===== src/rtl/rr_mux_pkg.sv =====
// rr_mux_pkg: shared helpers for the rr_mux_n arbitrated selector.
// Optional feature macro used by the slice: RR_MUX_LOCK_EN (packet lock).
package rr_mux_pkg;

    // Largest grant vector the index encoder accepts.
    localparam int MAX_CH = 256;

    // ceil(log2(n)), but never below 1 so a single channel still has a select bit.
    function automatic int clog2_min1(input int n);
        int r;
        r = 0;
        for (int i = 0; i < 31; i++) begin
            if ((1 << i) < n) r = i + 1;
        end
        return (r < 1) ? 1 : r;
    endfunction

    // One-hot (or zero) grant to binary index; zero grant encodes to 0.
    function automatic logic [31:0] onehot_to_idx(input logic [MAX_CH-1:0] g);
        logic [31:0] idx;
        idx = '0;
        for (int i = 0; i < MAX_CH; i++) begin
            if (g[i]) idx = idx | 32'(i);
        end
        return idx;
    endfunction

endpackage


===== src/rtl/rr_mux_n_if.sv =====
// rr_mux_n_if: per-channel valid/ready inputs plus the single registered output.
// RR_MUX_LOCK_EN adds the per-channel in_last packet delimiter.
interface rr_mux_n_if
    import rr_mux_pkg::*;
#(
    parameter int N     = 8,
    parameter int WIDTH = 32
) ();
    localparam int SEL_W = clog2_min1(N);

    logic [N-1:0]       in_valid;
    logic [N*WIDTH-1:0] in_data;
    logic [N-1:0]       in_ready;
`ifdef RR_MUX_LOCK_EN
    logic [N-1:0]       in_last;
`endif
    logic               out_valid;
    logic [WIDTH-1:0]   out_data;
    logic [SEL_W-1:0]   out_sel;
    logic               out_ready;

    // Sources plus consumer (testbench / surrounding fabric).
    modport master (
        output in_valid, in_data, out_ready,
`ifdef RR_MUX_LOCK_EN
        output in_last,
`endif
        input  in_ready, out_valid, out_data, out_sel
    );

    // The selector itself.
    modport slave (
        input  in_valid, in_data, out_ready,
`ifdef RR_MUX_LOCK_EN
        input  in_last,
`endif
        output in_ready, out_valid, out_data, out_sel
    );
endinterface


===== src/rtl/rr_mux_n_arbiter.sv =====
// rr_arbiter: round-robin / fixed-priority grant generator; owns the rr pointer.
// Unaffected by RR_MUX_LOCK_EN (the top masks req and gates advance instead).
module rr_arbiter
    import rr_mux_pkg::*;
#(
    parameter int N = 8
) (
    input  logic         clk,
    input  logic         rst,
    input  logic [N-1:0] req,
    input  logic         rr_mode,
    input  logic         advance,
    output logic [N-1:0] grant
);
    localparam int SEL_W = clog2_min1(N);

    logic [SEL_W-1:0] ptr_q, ptr_d;
    logic [SEL_W-1:0] gnt_idx;

    // First requester searching from ptr (rr) or from 0 (fixed), wrapping mod N.
    always_comb begin
        int  start;
        int  idx;
        logic found;
        grant = '0;
        found = 1'b0;
        start = rr_mode ? int'(ptr_q) : 0;
        for (int k = 0; k < N; k++) begin
            idx = start + k;
            if (idx >= N) idx = idx - N;
            if (!found && req[idx]) begin
                grant[idx] = 1'b1;
                found      = 1'b1;
            end
        end
    end

    assign gnt_idx = SEL_W'(onehot_to_idx(MAX_CH'(grant)));

    // Pointer moves past the served channel only on an rr-mode transfer.
    always_comb begin
        ptr_d = ptr_q;
        if (advance && rr_mode) begin
            ptr_d = (gnt_idx == SEL_W'(N - 1)) ? '0 : gnt_idx + 1'b1;
        end
    end

    // Pointer register, channel 0 highest priority out of reset.
    always_ff @(posedge clk) begin
        if (rst) ptr_q <= '0;
        else     ptr_q <= ptr_d;
    end
endmodule


===== src/rtl/rr_mux_n.sv =====
// rr_mux_n: N-channel arbitrated selector with a one-entry output register.
// Macro RR_MUX_LOCK_EN: holds the grant on a channel until its in_last beat.
module rr_mux_n
    import rr_mux_pkg::*;
#(
    parameter int WIDTH = 32,
    parameter int N     = 8
) (
    input  logic       clk,
    input  logic       rst,
    input  logic       rr_mode,
    rr_mux_n_if.slave  bus
);
    localparam int SEL_W = clog2_min1(N);

    logic             out_valid_q, out_valid_d;
    logic [WIDTH-1:0] out_data_q,  out_data_d;
    logic [SEL_W-1:0] out_sel_q,   out_sel_d;

    logic             load;
    logic             xfer;
    logic             advance;
    logic [N-1:0]     req;
    logic [N-1:0]     grant;
    logic [SEL_W-1:0] gnt_idx;
    logic [WIDTH-1:0] sel_data;

    assign load    = !out_valid_q || bus.out_ready;
    assign gnt_idx = SEL_W'(onehot_to_idx(MAX_CH'(grant)));
    assign xfer    = |bus.in_ready;

`ifdef RR_MUX_LOCK_EN
    logic             lock_q, lock_d;
    logic [SEL_W-1:0] lock_idx_q, lock_idx_d;
    logic             last_beat;

    // Mask requests down to the locked channel while a packet is open.
    always_comb begin
        req       = bus.in_valid;
        last_beat = 1'b0;
        for (int i = 0; i < N; i++) begin
            if (lock_q && (SEL_W'(i) != lock_idx_q)) req[i] = 1'b0;
            if (grant[i]) last_beat = bus.in_last[i];
        end
    end

    assign advance = xfer && last_beat;

    // Open the lock on a non-last beat, release it on the last one.
    always_comb begin
        lock_d     = lock_q;
        lock_idx_d = lock_idx_q;
        if (xfer) begin
            lock_d     = !last_beat;
            lock_idx_d = gnt_idx;
        end
    end

    // Lock state register.
    always_ff @(posedge clk) begin
        if (rst) begin
            lock_q     <= 1'b0;
            lock_idx_q <= '0;
        end else begin
            lock_q     <= lock_d;
            lock_idx_q <= lock_idx_d;
        end
    end
`else
    assign req     = bus.in_valid;
    assign advance = xfer;
`endif

    rr_arbiter #(.N(N)) u_arb (
        .clk     (clk),
        .rst     (rst),
        .req     (req),
        .rr_mode (rr_mode),
        .advance (advance),
        .grant   (grant)
    );

    // Ready only to the granted channel, and only when the register can load.
    always_comb begin
        for (int i = 0; i < N; i++) begin
            bus.in_ready[i] = load && grant[i] && !rst;
        end
    end

    // AND-OR data select from the one-hot grant.
    always_comb begin
        sel_data = '0;
        for (int i = 0; i < N; i++) begin
            if (grant[i]) sel_data = sel_data | bus.in_data[i*WIDTH +: WIDTH];
        end
    end

    // Output register next state: load a beat, go idle, or hold on stall.
    always_comb begin
        out_valid_d = out_valid_q;
        out_data_d  = out_data_q;
        out_sel_d   = out_sel_q;
        if (load) begin
            out_valid_d = xfer;
            if (xfer) begin
                out_data_d = sel_data;
                out_sel_d  = gnt_idx;
            end
        end
    end

    // Output register; a beat held during reset is dropped.
    always_ff @(posedge clk) begin
        if (rst) begin
            out_valid_q <= 1'b0;
            out_data_q  <= '0;
            out_sel_q   <= '0;
        end else begin
            out_valid_q <= out_valid_d;
            out_data_q  <= out_data_d;
            out_sel_q   <= out_sel_d;
        end
    end

    assign bus.out_valid = out_valid_q;
    assign bus.out_data  = out_data_q;
    assign bus.out_sel   = out_sel_q;
endmodule


===== src/flat_wrapper.sv =====
// flat-port wrapper written by rule: the top's interface ports become plain ports
module rr_mux_n_flat import rr_mux_pkg::*;
#(
    parameter int WIDTH = 32,
    parameter int N     = 8
)
  (clk, rst, rr_mode, bus_in_valid, bus_in_data, bus_out_ready, bus_in_ready, bus_out_valid, bus_out_data, bus_out_sel);
  rr_mux_n_if #(.N(N), .WIDTH(WIDTH)) bus_i ();
  input  logic clk;
  input  logic rst;
  input  logic rr_mode;
  input wire logic [$bits(bus_i.in_valid)-1:0] bus_in_valid;
  input wire logic [$bits(bus_i.in_data)-1:0] bus_in_data;
  input wire logic [$bits(bus_i.out_ready)-1:0] bus_out_ready;
  output wire logic [$bits(bus_i.in_ready)-1:0] bus_in_ready;
  output wire logic [$bits(bus_i.out_valid)-1:0] bus_out_valid;
  output wire logic [$bits(bus_i.out_data)-1:0] bus_out_data;
  output wire logic [$bits(bus_i.out_sel)-1:0] bus_out_sel;
  assign bus_i.in_valid = bus_in_valid;
  assign bus_i.in_data = bus_in_data;
  assign bus_i.out_ready = bus_out_ready;
  assign bus_in_ready = bus_i.in_ready;
  assign bus_out_valid = bus_i.out_valid;
  assign bus_out_data = bus_i.out_data;
  assign bus_out_sel = bus_i.out_sel;
  rr_mux_n #(.WIDTH(WIDTH), .N(N)) u_core (.clk(clk), .rst(rst), .rr_mode(rr_mode), .bus(bus_i));
endmodule

===== config.mk =====
export PLATFORM = sky130hd
export DESIGN_NAME = rr_mux_n_flat
export DESIGN_NICKNAME = d
export VERILOG_FILES = /design/src/rtl/rr_mux_pkg.sv /design/src/rtl/rr_mux_n_if.sv /design/src/rtl/rr_mux_n_arbiter.sv /design/src/rtl/rr_mux_n.sv /design/src/flat_wrapper.sv
export SDC_FILE = /design/constraint.sdc
export NUM_CORES = 1
export LEC_CHECK = 0
export CELL_PAD_IN_SITES_DETAIL_PLACEMENT = 2
export CELL_PAD_IN_SITES_GLOBAL_PLACEMENT = 2
export CORE_MARGIN = 2
export CORE_UTILIZATION = 16
export DETAILED_ROUTE_END_ITERATION = 7
export PLACE_DENSITY = 0.82
export SETUP_SLACK_MARGIN = 0.3
export SYNTH_ARGS = -nofsm -noshare
export SYNTH_HDL_FRONTEND = slang
export SYNTH_SLANG_ARGS = --single-unit

===== constraint.sdc =====
create_clock -name clk -period 5.7 [get_ports clk]
set_input_delay 1.14 -clock clk [delete_from_list [all_inputs] [get_ports clk]]
set_output_delay 1.14 -clock clk [all_outputs]
set_load 0.01 [all_outputs]

==> results of run 1 <==
==> layout by cell type, fill, tap and decap left out, types with 5 or more instances in the layout <==
cell and count:
a22oi_1 33, nand3_1 12, o21ai_0 7, clkdlybuf4s50_1 302
nor3b_1 13, a21oi_1 6, a222oi_1 64, o22ai_1 6
nand4_1 5, ha_1 7, inv_1 7, and2_1 12
nand2_1 28, mux2_2 10, buf_4 72, clkbuf_16 5
dfxtp_1 39, and3_1 53, o21ai_1 30, nor2_1 16
a41oi_1 33, dlygate4sd2_1 6
==> timing repair <==
item / CTS / global route
setup endpoints to repair: 45 / 9
hold buffers: 0 / 0
setup buffers: 9 / 4
gates resized for setup: 38 / 9
pin swaps: 7 / 4
==> synth_stat cells (all sizes together) (3+ instances only) <==
cell / number
or3: 8
o22ai: 6
and3: 53
xnor2: 5
a41oi: 33
nand4: 5
o21ai: 38
a32oi: 4
o221ai: 4
nor2: 19
mux2: 13
a222oi: 64
nand3: 13
nand2: 29
dfxtp: 39
mux2i: 10
o32ai: 3
nor3: 8
and2: 13
a31oi: 3
a211oi: 5
a21o: 3
inv: 9
ha: 9
nor3b: 14
a22oi: 33
nor2b: 3
a21oi: 6
o311a: 3
buf: 31
clkbuf: 34
o311ai: 4
==> layout make-up <==
type                       instances  area, µm²  area share
tap                              341      426.7     0.04940
inverter                           9      33.78    0.003911
antenna                            1      2.502   0.0002897
clock buffer                       6      138.9     0.01608
clock inverter                     1      5.005   0.0005795
timing repair buffer             389       3739      0.4329
multi-input combinational        437       3511      0.4065
sequential                        39      780.7     0.09040
==> flip-flops by register name, indices dropped and copies added (netlist names) <==
signal / cells
u_core.bus.out_data: 32
u_core.bus.out_sel: 3
u_core.u_arb.ptr_q: 3
u_core.bus.out_valid: 1
==> path summary, 6_finish.rpt <==
check,startpoint,slack [ps],to
max reg2reg,u_core.u_arb.ptr_q[1],1060,u_core.u_arb.ptr_q[2]
min,u_core.bus.out_sel[1],460,u_core.bus.out_sel[1]
min reg2reg,u_core.bus.out_sel[1],460,u_core.bus.out_sel[1]
max,rr_mode,160,bus_in_ready[5]
==> stage by stage <==
step / TNS [ps] / utilization / total power [mW]
floorplan: 0 / - / 1.754
global placement: -1051 / 0.3043 / 2.917
detailed placement: -3467 / 0.3043 / 2.977
CTS: 0 / 0.3172 / 3.357
global route: 0 / 0.3195 / 3.590
finish: 0 / 0.3196 / 3.365
==> power by group <==
part | internal (mW) | switching, mW | leakage [nW] | total [mW]
logic | 1.18 | 1.41 | 2.81 | 2.59
registers | 0.394 | 0.0889 | 0.325 | 0.483
clock network | 0.171 | 0.121 | 0.0727 | 0.293
total | 1.74 | 1.62 | 3.21 | 3.37
==> worst max-delay path, stage by stage <==
cell	delay, ps
clkdlybuf4s15_2	240
nand2_1	130
buf_4	180
inv_1	90
buf_4	140
buf_6	180
mux2i_2	310
mux2_4	280
nor2_2	110
a32oi_1	280
o221ai_1	160
or3_2	490
and2_1	170
clkdlybuf4s50_1	480
==> layer usage <==
layer / vias to the layer above / track usage / share of wire
met4: 0 / 0.04905 / 0.018
met2: 308 / 0.3542 / 0.49
li1: 2979 / - / -
met1: 3301 / 0.2463 / 0.41
met5: - / 0 / 0
met3: 37 / 0.05000 / 0.078
==> cell families (layout without fill, tap and decap cells) <==
kind of cell	count (synthesis)	after routing	synth area share
mux	25	25	0.06790
other cells	0	1	0
buf+inv	74	405	0.07443
compound gates	221	221	0.4102
simple gates	176	176	0.2310
fa+ha+maj	9	9	0.02557
flops	39	39	0.1773
xor+xnor	6	6	0.01364
==> results.tsv, run 1 <==
stage	metric	value	unit
status	outcome	finished clean	
logic_synthesis	synthCells	550	
setup_path	required	4560	ps
floorplanning	rows	60	
logic_synthesis	synth_top_area_cell	dfxtp_1	
logic_synthesis	synth_ff_type	dfxtp_1	
cells_and_area	final_cells	1223	
floorplanning	num_io_pins	312	
placement	post-place-ws	-386.2	ps
setup_path	endpoint_kind	output pin	
clock_network	cts_buffers	5	
floorplanning	dieArea	28870	µm²
placement	port_buffers	311	
route	wl_per_cell	25.25	µm
timing	worstMarginPinSlew	726.3	ps
logic_synthesis	synthDominantCellAreaShare	0.1773	
hold_path	whs_path_depth	2	
job	cap_violations	0	
logic_synthesis	ys_ff_latch	39	
timing	slew_headroom	0.5146	
placement	placedCellCount	1202	
pwr	max-vdd-ir-drop	0.2248	mV
route	firstDrtPassIters	8	
global_routing	grt_pass1_wl	44330	µm
cells_and_area	fillers	3080	
cells_and_area	layout-drive-gt1-share	0.1623	
clock_network	htreeDepth	2	
logic_synthesis	ys_warn_count	0	
timing	postLayoutSetupSlackWorst	161.1	ps
floorplanning	dieWidth	169.9	µm
logic_synthesis	yosys-top-cells-area	dfxtp_1, a222oi_1, and3_1	
global_routing	grt-ovfl-total	0	
global_routing	grt_usage	0.2016	
clock_network	clkLatencyLatePin	290	ps
clock_network	clk_pin_slew	60	ps
logic_synthesis	ys_types	68	
timing	setup_viol	0	
global_routing	grt_pass1_vias	7187	
cells_and_area	stdcell_area	8637	µm²
floorplanning	die_h	169.9	µm
pwr	cellPowerDensity	389.6	nW/µm²
setup_path	worst-r2r-cell-count	16	
route	drt_iter0_drc	603	
timing	fin_crit_sh	0.9717	
clock_network	cts_tree	done	
placement	postPlaceCellArea	8224	µm²
global_routing	antenna_found_initial	1	
pwr	power.leakage	3.212	nW
clock_network	clk_path_buf_depth	2	
route	wirelength	30880	µm
route	num_vias	6625	
timing	slew_violations	0	
timing	hold_violations	0	
logic_synthesis	syn_nets	827	
cells_and_area	syn2layout_area_growth	96.11	%
clock_network	cts.sinks	39	
clock_network	cts-root-buf	clkbuf_16	
setup_path	arrival	4400	ps
route	drc	0	
floorplanning	core	27030	µm²
timing	fin_crit	5539	ps
logic_synthesis	syn_area_per_cell	8.008	µm²
setup_path	path_class	in2out	
hold_path	hold_path.class	reg2reg	
route	antenna_left	0	
placement	place.gp.congestion	0.8931	
timing	rsz0062_at_grt	true	
floorplanning	initial_core_util	0.1630	
logic_synthesis	synth_edf_count	0	
setup_path	startpoint_type	primary input	
cells_and_area	nets	1158	
setup_path	worstPathMaxFanout	11	
logic_synthesis	synth_area	4404	µm²
logic_synthesis	ys_seq_area_frac	0.1773	
timing	holdWs	462.9	ps
timing	clock-skew-final	7.046	ps
logic_synthesis	synthArstFlopShare	0	
timing	max_freq	180.5	MHz
placement	place_hpwl	22740	µm
route	viasPerCell	5.417	
global_routing	grt_max_degree	56	
(Power assumes the default switching activity.)
==> run 2, diff against run 1 <==
--- a/config.mk
+++ b/config.mk
@@ -11,6 +11,7 @@
 export CORE_UTILIZATION = 16
 export DETAILED_ROUTE_END_ITERATION = 7
 export PLACE_DENSITY = 0.82
+export REMOVE_ABC_BUFFERS = 1
 export SETUP_SLACK_MARGIN = 0.3
 export SYNTH_ARGS = -nofsm -noshare
 export SYNTH_HDL_FRONTEND = slang
==> run 2 against run 1 <==
  * First-iteration DRC count is 15% lower
  * Core utilization is 0.14 points lower
  * Sequential cell count stayed put
  * Critical path depth is 4 lower
  * Maximum frequency is 4.0% higher
  * Combinational power is 2% lower
  * Power is 1.7% lower
  * Final cell count hardly changed
  * Worst setup slack better by 220 ps
  * Largest cell class unchanged
  * Clock-buffer cell count is 1 lower
  * Clock power is 5% lower
  * Global-route usage is 0.16 points lower
==> results.tsv, run 2 (synthesis results as in run 1) <==
stage	metric	value	unit
cells_and_area	layout_common_cells	clkdlybuf4s50_1, buf_4, a222oi_1	
floorplanning	die_h	169.9	µm
cells_and_area	largest_reg_flops	32	
floorplanning	dieArea	28870	µm²
timing	slew_headroom	0.5316	
floorplanning	rows	60	
global_routing	grt_pass1_vias	7162	
cells_and_area	final_common_cell	clkdlybuf4s50_1	
clock_network	ctsHoldBuffers	0	
setup_path	slowest_delay	600	ps
clock_network	clkLatencyLatePin	290	ps
clock_network	cts-root-buf	clkbuf_16	
clock_network	clk_pin_slew	70	ps
placement	port_buffers	311	
timing	rsz0062_at_grt	true	
setup_path	slowest_stage	clkdlybuf4s50_1	
setup_path	startpoint_type	primary input	
timing	worstMarginPinSlew	700.9	ps
timing	fin_crit	5323	ps
floorplanning	dieWidth	169.9	µm
route	wirelength	30280	µm
setup_path	reg2reg_setup_slack	1090	ps
cells_and_area	stdcell_area	8598	µm²
timing	max_freq	187.8	MHz
setup_path	path_class	in2out	
hold_path	whs_path_depth	2	
clock_network	cts_tree	done	
placement	post-place-ws	-385.9	ps
cells_and_area	fin_util	0.3181	
clock_network	clk_path_buf_depth	2	
placement	placedCellCount	1205	
route	viasPerCell	5.408	
placement	place.gp.congestion	0.9504	
hold_path	hold_path.class	reg2reg	
timing	holdWs	461.2	ps
cells_and_area	nets	1157	
timing	fin_crit_sh	0.9339	
pwr	cellPowerDensity	384.8	nW/µm²
placement	postPlaceCellArea	8222	µm²
setup_path	worst-r2r-cell-count	17	
timing	slew_violations	0	
clock_network	cts.sinks	39	
setup_path	regToRegStartpoint	u_core.u_arb.ptr_q[1]	
global_routing	grt_max_degree	56	
global_routing	antenna_found_initial	1	
setup_path	arrival	4180	ps
floorplanning	initial_core_util	0.1630	
setup_path	worstPathMaxFanout	6	
global_routing	grt_usage	0.2000	
route	firstDrtPassIters	8	
timing	hold_violations	0	
placement	place_hpwl	22850	µm
route	wl_per_cell	24.78	µm
setup_path	required	4560	ps
global_routing	grt_pass1_wl	44240	µm
setup_path	endpoint_kind	output pin	
clock_network	htreeDepth	2	
floorplanning	num_io_pins	312	
route	drt_iter0_drc	511	
job	cap_violations	0	
route	num_vias	6608	
cells_and_area	final_cells	1222	
setup_path	crit_chain	clkdlybuf4s50_1, mux4_2, nor2_1, nor3_2, and2_0, a31oi_1, o221ai_1, or3_2, and2_1, dlygate4sd2_1	
global_routing	grt-ovfl-total	0	
clock_network	cts_buffers	5	
pwr	max-vdd-ir-drop	0.1435	mV
route	drc	0	
cells_and_area	syn2layout_area_growth	95.23	%
status	outcome	finished clean	
setup_path	timing.rr.end	u_core.bus.out_data[18]	
timing	fin_tns_setup	0	ps
cells_and_area	layout-drive-gt1-share	0.1602	
floorplanning	core	27030	µm²
hold_path	holdPathEnd	u_core.bus.out_sel[0]	
pwr	p_total	3.308	mW
timing	clock-skew-final	12.09	ps
route	antenna_left	0	
timing	setup_viol	0	
pwr	power.leakage	3.188	nW
hold_path	hold_start	u_core.bus.out_sel[0]	
timing	postLayoutSetupSlackWorst	376.6	ps
## run 2: worst max path at each step
stage / from / end / slack, ps / cells past startpoint
final: bus_in_valid[6] / bus_in_ready[5] / 380 / 10
after global routing: bus_in_valid[0] / bus_in_ready[0] / 260 / 11
after CTS: rr_mode / bus_in_ready[4] / 340 / 15
after detailed placement: rr_mode / bus_in_ready[2] / -390 / 13
after global placement: rr_mode / bus_in_ready[2] / -220 / 12
after floorplan: rr_mode / bus_in_ready[2] / -780 / 10
## run 2: what timing repair did
| item | in CTS | in global routing |
|---|---|---|
| setup endpoints to repair | 45 | 7 |
| pin swaps | 7 | 6 |
| resized for setup | 34 | 12 |
| setup buffers | 7 | 2 |
## run 2: critical path: cells and delay by family
family,cells,cell delay (ps)
simple gates,5,1190
compound gates,2,400
mux,1,550
buf+inv,2,900
## run 2: metal layers
layer	vias up	global-route usage	part of all wire	wire length, µm
met5	-	0	0	0
met4	0	0.07395	0.034	1019
met3	49	0.02372	0.055	1674
met2	279	0.3776	0.51	15450
met1	3301	0.2296	0.40	12130
li1	2979	-	-	-
## run 2: where the power goes
part | internal (mW) | switching [mW] | total [mW]
Combinational | 1.16 | 1.38 | 2.54
Clock | 0.160 | 0.118 | 0.278
Sequential | 0.394 | 0.0956 | 0.490
## run 2: area by class of cell
cell class / instances / area (µm²)
inverters: 9 / 33.78
repair buffers: 388 / 3709
diodes: 1 / 2.502
clock buffers: 5 / 125.1
well taps: 341 / 426.7
flip-flops and latches: 39 / 780.7
multi-input cells: 437 / 3507
fillers: 3042 / 18430
clock inverters: 2 / 13.76
